<file path="src/rtl/arb2_req_queue.sv">
// Two client FIFOs feeding a two-way arbiter; granted head words are
// dispatched one per cycle with a registered output and a sticky error flag.
module arb2_req_queue #(
    parameter int unsigned DW    = 8,
    parameter int unsigned DEPTH = 4
) (
    input  logic          clk,
    input  logic          rst,
    input  logic          in1_valid,
    input  logic [DW-1:0] in1_data,
    output logic          in1_ready,
    input  logic          in2_valid,
    input  logic [DW-1:0] in2_data,
    output logic          in2_ready,
    output logic          req1,
    output logic          req2,
    input  logic          gnt1,
    input  logic          gnt2,
    output logic          out_valid,
    output logic [DW-1:0] out_data,
    output logic          out_src,
    output logic          err
);
    localparam int unsigned AW = $clog2(DEPTH);
    localparam int unsigned CW = AW + 1;

    logic [DW-1:0] mem1 [DEPTH];
    logic [DW-1:0] mem2 [DEPTH];
    logic [AW-1:0] wptr1, rptr1, wptr2, rptr2;
    logic [CW-1:0] cnt1, cnt2;
    logic          push1, push2, pop1, pop2;

    assign in1_ready = (cnt1 < CW'(DEPTH)) && !rst;
    assign in2_ready = (cnt2 < CW'(DEPTH)) && !rst;
    assign req1      = (cnt1 != '0);
    assign req2      = (cnt2 != '0);
    assign push1     = in1_valid && in1_ready;
    assign push2     = in2_valid && in2_ready;
    // Client 1 wins a double grant; client 2 pops only on a clean grant.
    assign pop1      = gnt1 && req1;
    assign pop2      = gnt2 && req2 && !gnt1;

    always_ff @(posedge clk) begin
        if (rst) begin
            wptr1 <= '0;
            rptr1 <= '0;
            cnt1  <= '0;
            wptr2 <= '0;
            rptr2 <= '0;
            cnt2  <= '0;
        end else begin
            if (push1) wptr1 <= wptr1 + AW'(1);
            if (pop1)  rptr1 <= rptr1 + AW'(1);
            if (push1 && !pop1)      cnt1 <= cnt1 + CW'(1);
            else if (pop1 && !push1) cnt1 <= cnt1 - CW'(1);
            if (push2) wptr2 <= wptr2 + AW'(1);
            if (pop2)  rptr2 <= rptr2 + AW'(1);
            if (push2 && !pop2)      cnt2 <= cnt2 + CW'(1);
            else if (pop2 && !push2) cnt2 <= cnt2 - CW'(1);
        end
    end

    // Storage is unreset; pushes are already blocked during reset via ready.
    always_ff @(posedge clk) begin
        if (push1) mem1[wptr1] <= in1_data;
        if (push2) mem2[wptr2] <= in2_data;
    end

    always_ff @(posedge clk) begin
        if (rst) begin
            out_valid <= 1'b0;
            out_data  <= '0;
            out_src   <= 1'b0;
        end else if (pop1) begin
            out_valid <= 1'b1;
            out_data  <= mem1[rptr1];
            out_src   <= 1'b0;
        end else if (pop2) begin
            out_valid <= 1'b1;
            out_data  <= mem2[rptr2];
            out_src   <= 1'b1;
        end else begin
            out_valid <= 1'b0;
        end
    end

    always_ff @(posedge clk) begin
        if (rst)               err <= 1'b0;
        else if (gnt1 && gnt2) err <= 1'b1;
    end
endmodule

</file>
<file path="config.mk">
export PLATFORM = sky130hd
export DESIGN_NAME = arb2_req_queue
export DESIGN_NICKNAME = d
export VERILOG_FILES = /design/src/rtl/arb2_req_queue.sv
export SDC_FILE = /design/constraint.sdc
export NUM_CORES = 1
export LEC_CHECK = 0
export BUFFER_PORTS_ARGS = -buffer_cell sky130_fd_sc_hd__buf_2
export CORE_ASPECT_RATIO = 0.7
export CORE_MARGIN = 1.5
export CORE_UTILIZATION = 50
export CTS_CLUSTER_DIAMETER = 50
export DETAILED_ROUTE_END_ITERATION = 6
export GPL_TIMING_DRIVEN = 0
export PLACE_DENSITY = 0.7
export SYNTH_ARGS = -nofsm -noshare
export SYNTH_HDL_FRONTEND = slang
export SYNTH_SLANG_ARGS = --single-unit
</file>
<file path="constraint.sdc">
create_clock -name clk -period 5.7 [get_ports clk]
set_input_delay 0.855 -clock clk [delete_from_list [all_inputs] [get_ports clk]]
set_output_delay 0.855 -clock clk [all_outputs]
set_load 0.03 [all_outputs]
</file>
---- After elaboration in Yosys (flattened, before gate mapping) ----
Memory sizes are Yosys's and may differ from the RTL's. A register that Yosys moved wholly into a read port is not among the register bits.
Cells that the tools add are included.
word-level totals
  register bits after elaboration ......... 25
  latch bits .............................. 0
  bits in writable memories ............... 64
  memory bits (read-only) ................. 0
  bits of input ports ..................... 22
  output and inout bits ................... 15
  logic and storage cells ................. 62
  memories ................................ 2
memories
  name  words  bits a word  read ports  clocked after memory_dff  wr ports  line  source
  mem1  4      8            1           1                         1         27    logic [DW-1:0] mem1 [DEPTH];
  mem2  4      8            1           1                         1         28    logic [DW-1:0] mem2 [DEPTH];
operators by class
  add/sub/neg operators ................... 8
  $mul .................................... 0
  div/mod/pow operators ................... 0
  magnitude comparators ................... 2
  equality and inequality tests ........... 0
  shifts and indexed selects .............. 0
  mux-type cells .......................... 16
  bitwise operators ....................... 0
  reductions and logical operators ........ 24
operators with widths
  operator               count
  $mux W8                2
  $logic_and A1 B1 Y1    12
  $mux W3                4
  $add A2 B1 Y2 const B  4
  $mux W2                4
  $add A3 B1 Y3 const B  2
  $logic_not A1 Y1       6
  $lt A3 B3 Y1 const B   2
  $mux W1                6
  $reduce_bool A2 Y1     3
  $reduce_bool A3 Y1     2
  $sub A3 B1 Y3 const B  2
  $reduce_or A2 Y1       1

---- Logic depth before layout (Yosys ltp) ----
  word-level depth ........................ 7
  mapped depth ............................ 10
  mapped depth without buffers ............ 9

---- Least setup slack after synthesis ----
OpenSTA, ideal clock, no wires.
  path type ............................... input port to output port
  start ................................... input port rst
  end ..................................... output port in1_ready
  data arrival time ....................... 1.673 ns
  required time ........................... 4.845 ns
  slack ................................... 3.172 ns
  stages on the path ...................... 3
  path buffers ............................ 2
  path through ............................ clkbuf_1 > clkbuf_1 > nor2_1
on the way
  cells in the longest elaborated chain, start to end .. 2
RTL lines
  what                 line  source
  start: declaration   8     input logic rst,
  $logic_not A1 Y1     33    assign in1_ready = (cnt1 < CW'(DEPTH)) && !rst;
  $logic_and A1 B1 Y1  33
  end: declaration     11    output logic in1_ready,
No other way between the ends.

---- Final worst setup path ----
Same ends and word-level chain as after synthesis.

==> metrics.md <==
| Metric | Value |
|---|---|
| Run status | `completed` |
| Clk sinks | `93` |
| Setup bufs post-CTS | `0` |
| Max-cap violations | `0` |
| CTS Buf Count | `9` |
| Die X-Extent | `106 um` |
| Worst EP arrival | `2080 ps` |
| P per Cell Area | `442 mW/mm^2` |
| F_max | `341 MHz` |
| CP max FO | `10` |
| Internal power | `0.00124 W` |
| Min Clock Period, post-route | `2940 ps` |
| Leakage | `1.49 nW` |
| Fillers | `567` |
| HP Class | `register to register` |
| Sequential area share after synthesis | `67.0%` |
| Gate Count Post-Synth | `228` |
| Reg2reg path depth | `10` |
| Final Hold Viols | `0` |
| Final setup fails | `0` |
| Antenna diodes | `0` |
| Fin nets | `309` |
| Placer congestion estimate | `0.771` |
| Rel. slew slack | `63.7%` |
| Worst Hold Slack | `478 ps` |
| Drt total wl | `6580 um` |
| Sw Ratio | `33.6%` |
| Data required, critical path | `4850 ps` |
| Pre-CTS setup slack | `2730 ps` |
| Routed length per instance | `17.4 um` |
| Row Count | `26` |
| Clk pwr share | `23.2%` |
| Flops & latches, synth | `93` |
| Top-level I/O count | `37` |
| NetSw | `0.000628 W` |
| Initial Util | `51.5%` |
| Root buf cell | `clkbuf_8` |
| Vias per inst | `5.30` |
| Hold_buf cts | `0` |
| Endpoint type of the worst setup path | `output pin` |
| Max IR drop VDD | `0.000211 V` |
| Cell area after synthesis | `0.00373 sq mm` |
| Flop2flop setup slack | `3400 ps` |
| Post-synth EDFFs | `64` |
| Full die area | `0.00801 sq mm` |
| Non-Filler Instances | `378` |
| DR iter-0 viols | `107` |
| Async S/R FF share, synth | `0%` |
| RSZ-0062 raised after global routing | `false` |
| Residual DRC count | `0` |
| Yosys cell types | `33` |
| Syn Nets | `262` |
| Avg Cell Area, Syn | `16.4 sq um` |
| Routed via count | `2002` |
| Synth Flop Type | `edfxtp_1` |
| Yosys warns | `0` |
| Logic gate share of total power | `30.4%` |
| Slew @ Worst Pin | `545 ps` |
| Port bufs | `36` |
| TNS Setup | `0 ps` |
| Reg clk slew, reported paths | `80 ps` |
| CTS tree | `built` |
| Post-DRT Antenna Nets | `0` |
| Seq pwr share | `46.4%` |
| CP Class | `primary input to output pin` |
| Hpwl dp | `4600 um` |
| Cell count of the worst hold path | `2` |
| GRT Total Usage | `18.3%` |
| Vias in the first global route | `1993` |
| Post-CTS sizing | `0` |
| GR Overflow Total | `0` |
| Core area | `0.00725 sq mm` |
| Final Max Slew Viols | `0` |
| H-tree depth | `3` |
| DR pass1 iterations | `4` |
| Worst Setup Slack, final | `2760 ps` |
| Initial antenna violation count | `0` |
| Clk Latency, worst-skew pair | `370 ps` |
| Placed Instances | `362` |
| Final setup skew | `8.67 ps` |
| Worst setup SP type | `primary input` |
| Max Root-Sink Buffers | `2` |
| Largest net degree at the start of global routing | `17` |
| Synthesis-to-finish area growth | `13.4%` |
| Share of cells above drive strength 1 | `30.7%` |
| Fin crit share | `51.5%` |
| First-pass GRT wire length | `10300 um` |
| Die Height | `75.3 um` |
## per-stage QoR
step | instance area (sq um) | total power (W) | utilization (%)
floorplan | 3730 | 0.00131 | -
CTS | 4230 | 0.00189 | 58.4
global placement | 4040 | 0.00144 | 55.7
finish | 4230 | 0.00187 | 58.4
global route | 4230 | 0.00197 | 58.4
detailed placement | 4040 | 0.00145 | 55.7
## flip-flops by register name (all words and copies together), names as in the netlist, named ones only
| name | cells |
|---|---|
| cnt1 | 3 |
| out_data | 8 |
| err | 1 |
| wptr1 | 2 |
| out_valid | 1 |
| cnt2 | 3 |
| rptr2 | 2 |
| rptr1 | 2 |
| wptr2 | 2 |
| out_src | 1 |
| mem2 | 32 |
| mem1 | 32 |
## per-layer routing
layer  GRT usage [%]  wire [um]
met1            24.1       3120
met4            7.36        129
met3            6.42        246
met5               0          0
met2            28.7       3090
## worst max-delay path, stage by stage
cell	delay (ps)
buf_2	120
clkbuf_1	390
clkbuf_1	440
nor2_1	80
buf_2	190
## path summary, 6_finish.rpt
check,from,to
max,rst,in1_ready
min reg2reg,err,err
max reg2reg,cnt2[2],cnt2[2]
min,err,err
## logic make-up (layout without fill, tap and decap cells)
group	count (synthesis)	in the layout	synth area share, %
xor+xnor	7	7	1.64
mux	18	18	10.2
buf+inv	23	75	2.85
flops	93	93	67.0
compound gates	33	33	7.67
simple gates	42	42	6.23
fa+ha+maj	12	12	4.42
## cell type report
cell class	count	area [sq um]	area share, %
inverters	10	37.5	0.887
plain buffers	13	68.8	1.63
well taps	98	123	2.90
clock inverters	7	72.6	1.71
multi-input cells	112	1130	26.6
repair buffers	36	180	4.26
flip-flops and latches	93	2500	59.1
clock buffers	9	124	2.93
## cells in the final DEF, fill, tap and decap left out, drive strengths merged
cell type  Yosys  final
o21ai          4      4
ha            10     10
mux2i          2      2
nor2b          1      1
or4            1      1
o31a           1      1
buf            9     45
and2           8      8
nor3          10     10
nor2          11     11
clkinv         0      3
a211oi         8      8
clkbuf         4     13
dfxtp         29     29
xnor2          3      3
nand2          3      3
or3            4      4
nor3b          2      2
nand2b         1      1
fa             2      2
edfxtp        64     64
o32ai          8      8
nand3          1      1
inv           10     13
bufinv         0      1
xor2           4      4
mux4          16     16
o31ai          3      3
a21oi          9      9
## Yosys cell counts (2+ instances only)
cell type	count	area [sq um]
a211oi_1	8	60.1
a21oi_1	9	45.0
and2_1	8	50.1
buf_1	2	7.51
buf_2	4	20.0
buf_4	2	15.0
clkbuf_1	4	15.0
dfxtp_1	29	581
edfxtp_1	64	1920
fa_1	2	40.0
ha_1	10	125
inv_1	8	30.0
inv_2	2	7.51
mux2i_1	2	20.0
mux4_2	16	360
nand2_1	3	11.3
nor2_1	11	41.3
nor3_1	9	45.0
nor3b_2	2	25.0
o21ai_0	3	15.0
o31ai_1	3	22.5
o32ai_2	8	130
or3_1	4	25.0
xnor2_1	3	26.3
xor2_1	4	35.0
## power by group through the flow
stage,clock network (W),logic [W],registers (W)
2_1_floorplan,0,0.000374,0.000932
3_3_place_gp,0,0.000560,0.000881
3_5_place_dp,0,0.000570,0.000884
4_1_cts,0.000446,0.000574,0.000868
5_1_grt,0.000469,0.000618,0.000879
6_report,0.000434,0.000570,0.000868
Note: power is estimated with default switching activity, not from simulation.
